File: src/rtl/hit_scorer.sv
// hit_scorer: debounced strike scoring for a timed whack-a-box round; define HIT_SCORER_MISS_PENALTY_EN to make misses cost a point
module hit_scorer #(
    parameter int DEBOUNCE_CYCLES = 50000,
    parameter int TICKS_PER_SEC = 50000000,
    parameter int GAME_SECONDS = 60
) (
    input  logic        CLOCK_50,
    input  logic        reset,
    input  logic        start_game,
    input  logic [2:0]  box_address,
    input  logic [2:0]  target,
    output logic [10:0] score,
    output logic [5:0]  game_timer,
    output logic        hit_detected,
    output logic        miss_detected,
    output logic        play_sound,
    output logic        lobby_sound,
    output logic        game_over
);
    localparam int DW = $clog2(DEBOUNCE_CYCLES + 1);
    localparam int TW = TICKS_PER_SEC > 1 ? $clog2(TICKS_PER_SEC) : 1;
    typedef enum logic [1:0] {IDLE, PLAY, OVER} state_t;
    state_t state, state_next;
    logic [2:0] cand, db_code;
    logic [DW-1:0] db_cnt, db_cnt_next;
    logic [TW-1:0] tick;
    logic accept, strike, sec_wrap, expire, ev, hit, miss, begin_round;
    // debounce run length, strike detection and round timing decisions
    always_comb begin
        db_cnt_next = (box_address != cand) ? DW'(1) : (db_cnt == DW'(DEBOUNCE_CYCLES)) ? db_cnt : db_cnt + DW'(1);
        accept = db_cnt_next == DW'(DEBOUNCE_CYCLES);
        strike = accept && db_code == 3'd0 && box_address != 3'd0;
        sec_wrap = state == PLAY && tick == TW'(TICKS_PER_SEC - 1);
        expire = sec_wrap && game_timer == 6'(GAME_SECONDS - 1);
        ev = strike && state == PLAY && !expire;
        hit = ev && box_address == target;
        miss = ev && box_address != target;
        begin_round = state == IDLE && start_game;
    end
    // next state and state-decoded outputs
    always_comb begin
        state_next = begin_round ? PLAY : expire ? OVER : (state == OVER && start_game) ? IDLE : state;
        lobby_sound = state == IDLE;
        game_over = state == OVER;
        play_sound = hit_detected;
    end
    // state register
    always_ff @(posedge CLOCK_50) begin
        if (reset) state <= IDLE;
        else state <= state_next;
    end
    // debounce: accept a code once it has been seen on DEBOUNCE_CYCLES consecutive samples
    always_ff @(posedge CLOCK_50) begin
        if (reset) begin
            cand <= 3'd0;
            db_cnt <= '0;
            db_code <= 3'd0;
        end else begin
            cand <= box_address;
            db_cnt <= db_cnt_next;
            if (accept) db_code <= box_address;
        end
    end
    // round timer: tick counter and elapsed seconds, frozen outside PLAY
    always_ff @(posedge CLOCK_50) begin
        if (reset) begin
            tick <= '0;
            game_timer <= 6'd0;
        end else if (begin_round) begin
            tick <= '0;
            game_timer <= 6'd0;
        end else if (state == PLAY) begin
            tick <= sec_wrap ? '0 : tick + TW'(1);
            if (sec_wrap) game_timer <= game_timer + 6'd1;
        end
    end
    // score and hit/miss pulses
    always_ff @(posedge CLOCK_50) begin
        if (reset) begin
            score <= 11'd0;
            hit_detected <= 1'b0;
            miss_detected <= 1'b0;
        end else begin
            hit_detected <= hit;
            miss_detected <= miss;
            if (begin_round) score <= 11'd0;
            else if (hit && score != 11'd2047) score <= score + 11'd1;
`ifdef HIT_SCORER_MISS_PENALTY_EN
            else if (miss && score != 11'd0) score <= score - 11'd1;
`else
            else score <= score;
`endif
        end
    end
endmodule
File: config.mk
export PLATFORM = sky130hd
export DESIGN_NAME = hit_scorer
export DESIGN_NICKNAME = d
export VERILOG_FILES = /design/src/rtl/hit_scorer.sv
export SDC_FILE = /design/constraint.sdc
export NUM_CORES = 1
export LEC_CHECK = 0
export BUFFER_PORTS_ARGS = -buffer_cell sky130_fd_sc_hd__buf_2
export CAP_MARGIN = 0
export CORE_MARGIN = 8
export CORE_UTILIZATION = 53
export DETAILED_ROUTE_END_ITERATION = 16
export GPL_ROUTABILITY_DRIVEN = 0
export PLACE_DENSITY_LB_ADDON = 0.08
export SLEW_MARGIN = 30
export SYNTH_ARGS = -nofsm -noshare
export SYNTH_HDL_FRONTEND = slang
export SYNTH_SLANG_ARGS = --single-unit
File: constraint.sdc
create_clock -name CLOCK_50 -period 3.3 [get_ports CLOCK_50]
set_input_delay 0.33 -clock CLOCK_50 [delete_from_list [all_inputs] [get_ports CLOCK_50]]
set_output_delay 0.33 -clock CLOCK_50 [all_outputs]
set_load 0.005 [all_outputs]
# ---- Word-level counts from Yosys, hierarchy flattened
# Index checks and enable logic that the tools add are counted.
# Widths: inputs -> output; s select.
dict set report totals {
  in_bits 9
  output_inout_bits 22
  ff_bits 69
  wordCells 49
}
dict set report classes {
  addsub 4
  eq_ne 10
  n_mux 6
  n_reduce_logical 19
}
# operator n
set ops {}
lappend ops {{$eq 16x16->1 const B} 2}
lappend ops {{$mux 16} 2}
lappend ops {{$add 26x1->26 const B} 1}
lappend ops {{$eq 26x26->1 const B} 1}
lappend ops {{$mux 26} 1}
lappend ops {{$add 16x1->16 const B} 1}
lappend ops {{$add 11x1->11 const B} 1}
lappend ops {{$logic_and 1x1->1} 11}
lappend ops {{$ne 11x11->1 const B} 1}
lappend ops {{$add 6x1->6 const B} 1}
lappend ops {{$eq 6x6->1 const B} 1}
lappend ops {{$ne 3x3->1} 2}
lappend ops {{$reduce_bool 3->1} 2}
lappend ops {{$mux 2} 2}
lappend ops {{$eq 3x3->1} 1}
lappend ops {{$logic_not 3->1} 1}
lappend ops {{$eq 2x1->1 const B} 1}
lappend ops {{$eq 2x2->1 const B} 1}
lappend ops {{$logic_not 2->1} 1}
lappend ops {{$reduce_and 2->1} 1}
lappend ops {{$reduce_bool 2->1} 1}
lappend ops {{$reduce_or 2->1} 1}
lappend ops {{$logic_not 1->1} 1}
lappend ops {{$mux 1} 1}

# ---- Logic depth before layout (Yosys ltp)
# Gate-level depths: netlist (run 1).
dict set report logic_depth {
  depth_word 10
  mapped_depth 9
}

# ---- Least setup slack after synthesis (run 1)
# OpenSTA, ideal clock, no wires.
dict set report synth_path {
  kind {reg-to-reg}
  start {reg db_cnt[0]}
  end {reg db_code[0]}
  setup_time_ns 0.121
  path_buffers 0
  path_stages_with_launch 9
  t_arrival_ns 2.178
  setup_slack_ns 1.001
  path_cell_list {dfxtp_1 inv_1 ha_1 or4bb_1 nor4_4 mux2i_1 nor3_4 nand3b_4 mux2_4}
}
dict set report synth_via {
  elab_chain_cells 4
  elab_cells_between_ends 5
}
# item line
set synth_rtl {}
lappend synth_rtl {{start, declared} 25} ;# logic [DW-1:0] db_cnt, db_cnt_next;
lappend synth_rtl {{start signal, assigned} 60} ;# db_cnt <= db_cnt_next;
lappend synth_rtl {{$add 16x1->16 / $eq 16x16->1 (equally long branches)} 30} ;# db_cnt_next = (box_address != cand) ? DW'(1) : (db_cnt == DW'(DEBOUNCE_CYCLES)) ? db_cnt : db_cnt + DW'(1);
lappend synth_rtl {{$mux 16 * (2 in a row)} 30}
lappend synth_rtl {{$eq 16x16->1 *} 31} ;# accept = db_cnt_next == DW'(DEBOUNCE_CYCLES);
lappend synth_rtl {{end signal, assigned} 61} ;# if (accept) db_code <= box_address;
lappend synth_rtl {{end, declared} 24} ;# logic [2:0] cand, db_code;
# Mark *: on every way between the ends. The rest lies on a longest branch, timed or not.
# A chain may end at the register's enable or synchronous reset.

# ---- Worst setup path after layout (run 1)
# Ends and elaborated chain as after synthesis.

==> results of run 1 <==
==> power by group <==
group	internal (W)	leakage (nW)	switching, W
Combinational	0.0000250	0.830	0.0000443
Sequential	0.000838	0.557	0.00000479
Clock	0.000330	0.0926	0.000309
==> worst max-delay path by stage <==
| stage | to | slack (ns) | depth (start not counted) |
|---|---|---|---|
| finish | db_code[0]$_SDFFE_PP0N_ | 0.77 | 8 |
| global route | db_code[0]$_SDFFE_PP0N_ | 0.62 | 8 |
| CTS | db_code[0]$_SDFFE_PP0N_ | 0.76 | 8 |
| detailed placement | db_code[0]$_SDFFE_PP0N_ | 0.75 | 8 |
| global placement | db_code[0]$_SDFFE_PP0N_ | 0.82 | 8 |
| floorplan | db_code[0]$_SDFFE_PP0N_ | 1.00 | 8 |
==> layout make-up <==
class | count | share of cell area, %
Multi-Input combinational cell | 324 | 52.5
Sequential cell | 69 | 35.6
Tap cell | 77 | 2.49
Clock buffer | 14 | 4.45
Timing Repair Buffer | 32 | 4.26
Inverter | 6 | 0.581
Clock inverter | 1 | 0.129
==> per-layer routing <==
| metal | GRT usage [%] | share of wire, % | vias to the layer above |
|---|---|---|---|
| met3 | 3.70 | 4.4 | 12 |
| met5 | 0 | 0 | - |
| met4 | 8.51 | 2.3 | 0 |
| li1 | - | - | 1491 |
| met1 | 18.0 | 48 | 1319 |
| met2 | 23.7 | 46 | 54 |
==> logic make-up (layout without fill, tap and decap cells) <==
kind of cell | Yosys count | count (layout) | synth area share, %
DFF | 69 | 69 | 39.2
buffers and inverters | 24 | 53 | 3.09
and+or+nand+nor | 236 | 236 | 36.0
adders and majority gates | 5 | 5 | 1.78
AOI/OAI and AO/OA | 22 | 22 | 3.73
xor gates and xnor gates | 45 | 45 | 11.2
muxes | 16 | 16 | 4.97
==> per-stage QoR <==
step	std cells	total power (W)	area, um2	utilization (%)
6_report	523	0.00155	3880	60.7
2_1_floorplan	417	0.000910	3520	-
4_1_cts	523	0.00157	3870	60.7
3_5_place_dp	508	0.000931	3700	57.9
3_3_place_gp	508	0.000931	3700	57.9
5_1_grt	523	0.00160	3880	60.7
==> state kept, by name, indices dropped and copies added (netlist names) <==
| register | cells |
|---|---|
| db_cnt | 16 |
| state | 2 |
| cand | 3 |
| tick | 26 |
| miss_detected | 1 |
| db_code | 3 |
| score | 11 |
| game_timer | 6 |
| hit_detected | 1 |
==> placed cells by master, fill, tap and decap left out, types with 2 or more instances in the layout <==
master	n
and4_1	6
nor3_1	13
nand2b_1	3
nand3b_1	4
nor2_1	67
o21ai_0	4
nand4_1	23
nor3b_1	4
nand2_1	43
clkbuf_1	2
nor4_1	5
xor2_1	31
nor2b_1	15
nand3_1	13
dfxtp_1	69
buf_4	2
ha_1	5
o211ai_1	2
inv_1	6
buf_2	30
or2_2	2
mux2_4	3
xnor2_1	14
clkbuf_8	12
nand4bb_1	2
nand4b_1	2
and3_1	4
a21oi_1	9
or3_1	15
mux2i_1	13
and2_1	5
==> metrics.yaml, run 1 <==
outcome:
  outcome: "completed"
synth:
  synth_edf_count: 0
  ys_types: 47
  synth_common_cells: "dfxtp_1, nor2_1, nand2_1"
  syn_inst: 417
  syn_area_um2: 3520
  syn-mean-instance-area_um2: 8.44
  async_flop_share_pct: 0
  netlist_top_cells_area: "dfxtp_1, xor2_1, nor2_1"
  synth-seq-area-share_pct: 39.2
  synth_seq_cells: 69
  synth_most_common_cell: "dfxtp_1"
  synth_top_flop_cell: "dfxtp_1"
  yosysTopAreaCell: "dfxtp_1"
  synth.top_cell.area_share_pct: 39.2
  yosys_warnings: 0
  synthesis.nets: 431
power_and_ir_drop:
  leakage_nw: 1.48
  irDropWorstVdd_v: 0.000253
  power_density_nw_per_um2: 400
timing:
  slew_viol_final: 0
  hold_viol: 0
  holdWs_ns: 0.300
  tns_ns: 0
  worstMarginPinSlew_ns: 0.901
  fmax_mhz: 395
  setup_violations: 0
  period_minus_slack_ns: 2.53
  rsz0062_at_grt: "false"
  relSlewSlack_pct: 39.5
  fin_crit_sh_pct: 76.8
  fin_ws_ns: 0.766
  skew_ns: 0.00886
cts:
  cts_resized: 0
  clock_latency_ns: 0.35
  cts_tree: "yes"
  ctsHoldBuffers: 0
  post-cts-setup-buffers: 0
  cts_max_level: 3
  root_buffer: "clkbuf_8"
  numClockSinks: 69
  clock_path_buffers: 2
  clkTransAtPathRegs_ns: 0.07
  cts-buffers-inserted: 9
detailed_routing:
  antenna_left: 0
  drc: 0
  num_vias: 2876
  via_per_inst: 5.50
  wl_per_cell_um: 13.6
  wirelength_um: 7130
  drt_iter0_drc: 130
  dr.pass1.iters: 4
critical_path:
  cpLargestDelayFamily: "simple AND/OR/NAND/NOR gates"
  worst-endpoint-required_ns: 3.54
  cp-startpoint: "db_cnt[0]$_SDFF_PP0_"
  reg2reg_depth: 8
  rr_endpoint: "db_code[0]$_SDFFE_PP0N_"
  critPathArrivalTime_ns: 2.77
  cp_slowest_cell: "or4bb_1"
  cp-start-kind: "register"
  reg2reg_slack_ns: 0.77
  crit_type: "reg2reg"
  cp_num_buf_inv: 1
  slowest_delay_ns: 0.44
  worstPathMaxFanout: 10
  r2r-start: "db_cnt[0]$_SDFF_PP0_"
  end_kind: "register"
  cp_cell_sequence: "inv_1 > ha_1 > or4bb_1 > nor4_4 > mux2i_1 > nor3_4 > nand3b_4 > mux2_4"
hold_path:
  min_from: "box_address[1]"
  min_path_cells: 2
  holdPathEnd: "cand[1]$_SDFF_PP0_"
  worst_hold_path_type: "in2reg"
grt:
  antenna_found_initial: 0
  grt_pass1_wl_um: 12100
  grt_pass1_vias: 2631
  grt_start_max_net_pins: 25
  grtUsageTotal_pct: 15.0
  overflow: 0
layout:
  syn2layout_area_growth_pct: 10.1
  multi_input_area_um2: 2030
  layout.area.seq_um2: 1380
  drive_gt1_share_pct: 12.3
  antenna_cells: 0
  num-nets-final: 456
  fillers: 578
die:
  rows: 29
  core_area_um2: 6390
  start_util_pct: 55.1
  ios: 31
  fp.dieArea_um2: 9510
  die_width_um: 97.5
  die_y_um: 97.5
job:
  maxCapViolCount: 0
place:
  place_hpwl_um: 5030
  dpl_worst_slack_ns: 0.748
  port_buffers: 30
Power figures use the tool's default switching activity.
==> run 2: changes to the inputs <==
==> constraint.sdc (replaced) <==
create_clock -name CLOCK_50 -period 2.25 [get_ports CLOCK_50]
set_input_delay 0.225 -clock CLOCK_50 [delete_from_list [all_inputs] [get_ports CLOCK_50]]
set_output_delay 0.225 -clock CLOCK_50 [all_outputs]
set_load 0.005 [all_outputs]
==> metrics.yaml, run 2 (same netlist as run 1, synthesis figures left out) <==
outcome:
  outcome: "completed"
hold_path:
  min_path_cells: 2
  min_from: "box_address[2]"
  worst_hold_path_type: "in2reg"
  holdPathEnd: "cand[2]$_SDFF_PP0_"
die:
  start_util_pct: 55.1
  core_area_um2: 6390
  fp.dieArea_um2: 9510
  rows: 29
  die_y_um: 97.5
  ios: 31
  die_width_um: 97.5
critical_path:
  worstPathMaxFanout: 5
  reg2reg_slack_ns: 0.08
  r2r-start: "db_cnt[0]$_SDFF_PP0_"
  worst-endpoint-required_ns: 2.53
  end_kind: "register"
  cp-start-kind: "register"
  critPathArrivalTime_ns: 2.44
  rr_endpoint: "score[1]$_SDFFE_PP0P_"
  reg2reg_depth: 9
  crit_type: "reg2reg"
grt:
  overflow: 0
  grt.busiest_layer: "met2"
  antenna_found_initial: 0
  grtUsageTotal_pct: 15.7
  grt_use_met1_pct: 18.0
  grt_pass1_wl_um: 12900
  use_met2_pct: 27.1
  grt_start_max_net_pins: 25
  grt_pass1_vias: 3052
  grt_util_met3_pct: 4.69
cts:
  numClockSinks: 69
  ctsHoldBuffers: 0
  cts_tree: "yes"
  clkTransAtPathRegs_ns: 0.08
  cts_max_level: 3
  cts-buffers-inserted: 9
  clock_latency_ns: 0.34
  root_buffer: "clkbuf_8"
  clock_path_buffers: 2
power_and_ir_drop:
  internal_power_w: 0.00170
  seqPwrFrac_pct: 55.2
  swShare_pct: 24.1
  power_w: 0.00224
  p_clk_share_pct: 39.4
  irDropWorstVdd_v: 0.000374
  leakage_nw: 1.62
  netSwitchingPower_w: 0.000538
  power_density_nw_per_um2: 540
  comb_power_share_pct: 5.3
layout:
  largest_reg_flops: 26
  multi_input_area_um2: 2090
  final_cell_mix: "dfxtp_1, nor2_1, nand2_1"
  antenna_cells: 0
  drive_gt1_share_pct: 20.1
  utilization_pct: 64.8
  regMostFlops: "tick"
  final_common_cell: "dfxtp_1"
  reg.largest.list: "tick x26, db_cnt x16, score x11"
  fillers: 583
  syn2layout_area_growth_pct: 17.6
  num-nets-final: 483
  layout.area.seq_um2: 1380
timing:
  fin_crit_sh_pct: 96.2
  slew_viol_final: 0
  worstMarginPinSlew_ns: 0.591
  skew_ns: 0.00954
  period_minus_slack_ns: 2.17
  rsz0062_at_grt: "true"
  fmax_mhz: 462
  setup_violations: 0
  relSlewSlack_pct: 60.5
  hold_viol: 0
detailed_routing:
  wirelength_um: 7420
  wl_per_cell_um: 13.5
  dr.pass1.iters: 4
  num_vias: 3017
  antenna_left: 0
  drt_iter0_drc: 128
  via_per_inst: 5.49
  drc: 0
job:
  maxCapViolCount: 0
place:
  place_hpwl_um: 5200
  port_buffers: 30
run 2: critical path, stage by stage (launching register included):
cell and delay [ns]:
dfxtp_2 0.34, inv_4 0.07, ha_4 0.12, or4bb_4 0.46
nor4_4 0.20, mux2i_2 0.35, nor3_4 0.09, buf_6 0.14
nand4b_1 0.14, mux2i_1 0.19
run 2: layer usage:
layer  wire (um)  part of all wire [%]
met1        3570                    48
met2        3530                    48
met3         260                   3.5
met4          62                  0.84
met5           0                     0
run 2: area by class of cell:
type,instances,area share (%)
clock buffers,11,3.41
clock inverters,4,0.604
repair buffers,59,9.22
inverters,6,0.604
well taps,77,2.33
flip-flops and latches,69,33.4
multi-input cells,324,50.4
run 2: power groups by stage:
stage	registers, W	clock network, W	logic [W]
after floorplan	0.00126	0	0.0000747
after global placement	0.00126	0	0.000114
after detailed placement	0.00126	0	0.000116
after CTS	0.00124	0.000908	0.000116
after global routing	0.00124	0.000955	0.000134
final	0.00124	0.000882	0.000119
run 2: per-stage QoR:
stage | cell area [um2] | hold WS (ns) | cells | setup slack, ns | TNS (ns)
after CTS | 4080 | 0.198 | 548 | 0.0225 | 0
after detailed placement | 3900 | 0.462 | 532 | -0.191 | -1.48
after global placement | 3900 | 0.453 | 532 | -0.182 | -1.38
final | 4140 | 0.214 | 550 | 0.0845 | 0
after floorplan | 3530 | 0.395 | 417 | 0.00376 | 0
after global routing | 4140 | 0.196 | 550 | -0.0345 | -0.0596
run 2: timing repair:
item,in CTS,in global routing
resized for setup,2,10
setup buffers,1,1
endpoints found under the setup margin,13,14
pin swaps,0,1
cloned,0,1
run 2: worst max path at each step:
stage | from | to | slack, ns | cells past startpoint
2_1_floorplan | db_cnt[0]$_SDFF_PP0_ | db_code[0]$_SDFFE_PP0N_ | 0.004 | 8
3_3_place_gp | db_cnt[0]$_SDFF_PP0_ | db_code[0]$_SDFFE_PP0N_ | -0.18 | 7
3_5_place_dp | db_cnt[0]$_SDFF_PP0_ | db_code[2]$_SDFFE_PP0N_ | -0.19 | 7
4_1_cts | db_cnt[0]$_SDFF_PP0_ | score[0]$_SDFFE_PP0P_ | 0.02 | 9
5_1_grt | db_cnt[0]$_SDFF_PP0_ | score[0]$_SDFFE_PP0P_ | -0.03 | 9
6_report | db_cnt[0]$_SDFF_PP0_ | score[1]$_SDFFE_PP0P_ | 0.08 | 9
==> run 3: changes to the inputs <==
--- a/config.mk
+++ b/config.mk
@@ -5,6 +5,7 @@
 export SDC_FILE = /design/constraint.sdc
 export NUM_CORES = 1
 export LEC_CHECK = 0
+export ABC_CLOCK_PERIOD_IN_PS = 2700
 export BUFFER_PORTS_ARGS = -buffer_cell sky130_fd_sc_hd__buf_2
 export CAP_MARGIN = 0
 export CORE_MARGIN = 8
==> constraint.sdc (replaced) <==
create_clock -name CLOCK_50 -period 2.7 [get_ports CLOCK_50]
set_input_delay 0.27 -clock CLOCK_50 [delete_from_list [all_inputs] [get_ports CLOCK_50]]
set_output_delay 0.27 -clock CLOCK_50 [all_outputs]
set_load 0.005 [all_outputs]
==> metrics.yaml, run 3 (same netlist as run 1, synthesis figures left out) <==
outcome:
  outcome: "completed"
layout:
  multi_input_area_um2: 2030
  final_area_um2: 3960
  final_common_cell: "dfxtp_1"
  final_cell_mix: "dfxtp_1, nor2_1, nand2_1"
  layout.area.seq_um2: 1380
  num-nets-final: 461
  largest_reg_flops: 26
  syn2layout_area_growth_pct: 12.5
  drive_gt1_share_pct: 13.9
  regMostFlops: "tick"
  fillers: 561
  antenna_cells: 0
  reg.largest.list: "tick x26, db_cnt x16, score x11"
power_and_ir_drop:
  swShare_pct: 21.9
  seqPwrFrac_pct: 50.3
  comb_power_share_pct: 4.3
  p_clk_share_pct: 45.4
  leakage_nw: 1.52
  internal_power_w: 0.00160
  netSwitchingPower_w: 0.000447
  power_w: 0.00205
  irDropWorstVdd_v: 0.000494
  power_density_nw_per_um2: 517
grt:
  grt_pass1_wl_um: 12300
  overflow: 0
  grt_start_max_net_pins: 25
  grtUsageTotal_pct: 15.1
  grt_pass1_vias: 2693
  antenna_found_initial: 0
place:
  place_area_um2: 3730
  place_hpwl_um: 5080
  port_buffers: 30
timing:
  fmax_mhz: 396
  relSlewSlack_pct: 60.9
  rsz0062_at_grt: "false"
  setup_violations: 0
  fin_crit_sh_pct: 93.4
  hold_viol: 0
  skew_ns: 0.00585
  slew_viol_final: 0
  worstMarginPinSlew_ns: 0.587
  tns_ns: 0
  period_minus_slack_ns: 2.52
detailed_routing:
  drt_iter0_drc: 115
  drc: 0
  wirelength_um: 7190
  dr.pass1.iters: 5
  num_vias: 2886
  antenna_left: 0
  via_per_inst: 5.46
  wl_per_cell_um: 13.6
hold_path:
  worst_hold_path_type: "in2reg"
die:
  die_width_um: 97.5
  rows: 29
  core_area_um2: 6390
  ios: 31
  start_util_pct: 55.1
  die_y_um: 97.5
  fp.dieArea_um2: 9510
cts:
  cts_max_level: 3
  numClockSinks: 69
  root_buffer: "clkbuf_8"
  cts_tree: "yes"
  clkTransAtPathRegs_ns: 0.07
  clock_path_buffers: 2
  ctsHoldBuffers: 0
  cts-buffers-inserted: 9
  post-cts-setup-buffers: 0
  clock_latency_ns: 0.34
critical_path:
  worst-endpoint-required_ns: 2.96
  end_kind: "register"
  cp-start-kind: "register"
  crit_type: "reg2reg"
  worstPathMaxFanout: 9
  critPathArrivalTime_ns: 2.79
job:
  maxCapViolCount: 0
run 3: layout make-up:
| cell class | count | share of cell area [%] |
|---|---|---|
| Multi-Input combinational cell | 324 | 51.4 |
| Sequential cell | 69 | 34.9 |
| Timing Repair Buffer | 37 | 5.12 |
| Clock buffer | 10 | 3.47 |
| Tap cell | 77 | 2.43 |
| Clock inverter | 6 | 2.18 |
| Inverter | 6 | 0.569 |
run 3: layer usage:
metal / routed length, um / share of wire [%] / track usage (%) / vias up
met5: 0 / 0 / 0 / -
met2: 3250 / 45 / 24.2 / 56
met3: 324 / 4.5 / 4.69 / 12
met1: 3520 / 49 / 18.4 / 1317
met4: 99 / 1.4 / 5.94 / 0
li1: - / - / - / 1501
run 3: what timing repair did:
| item | in CTS | in global routing |
|---|---|---|
| setup endpoints to repair | 0 | 5 |
| hold endpoints to repair | 0 | 0 |
| gates resized for setup | 0 | 1 |
run 3: critical path, stage by stage (launching register included):
cell and delay, ns:
dfxtp_1 0.35, inv_1 0.12, ha_1 0.16, or4bb_1 0.44, nor4_4 0.30, mux2i_1 0.45, nor3_4 0.08, buf_4 0.19
nand4b_1 0.16, mux2i_1 0.20
run 3: stage by stage:
step	instances	util [%]	hold WS, ns	setup slack, ns
after global placement	513	58.5	0.455	0.283
final	529	62.0	0.261	0.178
after floorplan	417	-	0.440	0.401
after CTS	529	62.0	0.246	0.180
after global routing	529	62.0	0.251	0.0144
after detailed placement	513	58.5	0.462	0.199
run 3: power by group through the flow:
stage               sequential (W)  clock, W  combinational [W]
finish                     0.00103  0.000929          0.0000887
global route               0.00103  0.000994          0.0000988
CTS                        0.00103  0.000957          0.0000895
detailed placement         0.00105         0          0.0000890
global placement           0.00105         0          0.0000877
floorplan                  0.00105         0          0.0000611
run 3: path summary, 6_finish.rpt:
| check | startpoint | slack, ns | end | cells past startpoint |
|---|---|---|---|---|
| setup reg to reg | db_cnt[0]$_SDFF_PP0_ | 0.18 | score[0]$_SDFFE_PP0P_ | 9 |
| hold / removal | box_address[0] | 0.26 | cand[0]$_SDFF_PP0_ | 2 |
| setup / recovery | db_cnt[0]$_SDFF_PP0_ | 0.18 | score[0]$_SDFFE_PP0P_ | 9 |
| hold reg to reg | score[10]$_SDFFE_PP0P_ | 0.47 | score[10]$_SDFFE_PP0P_ | 2 |
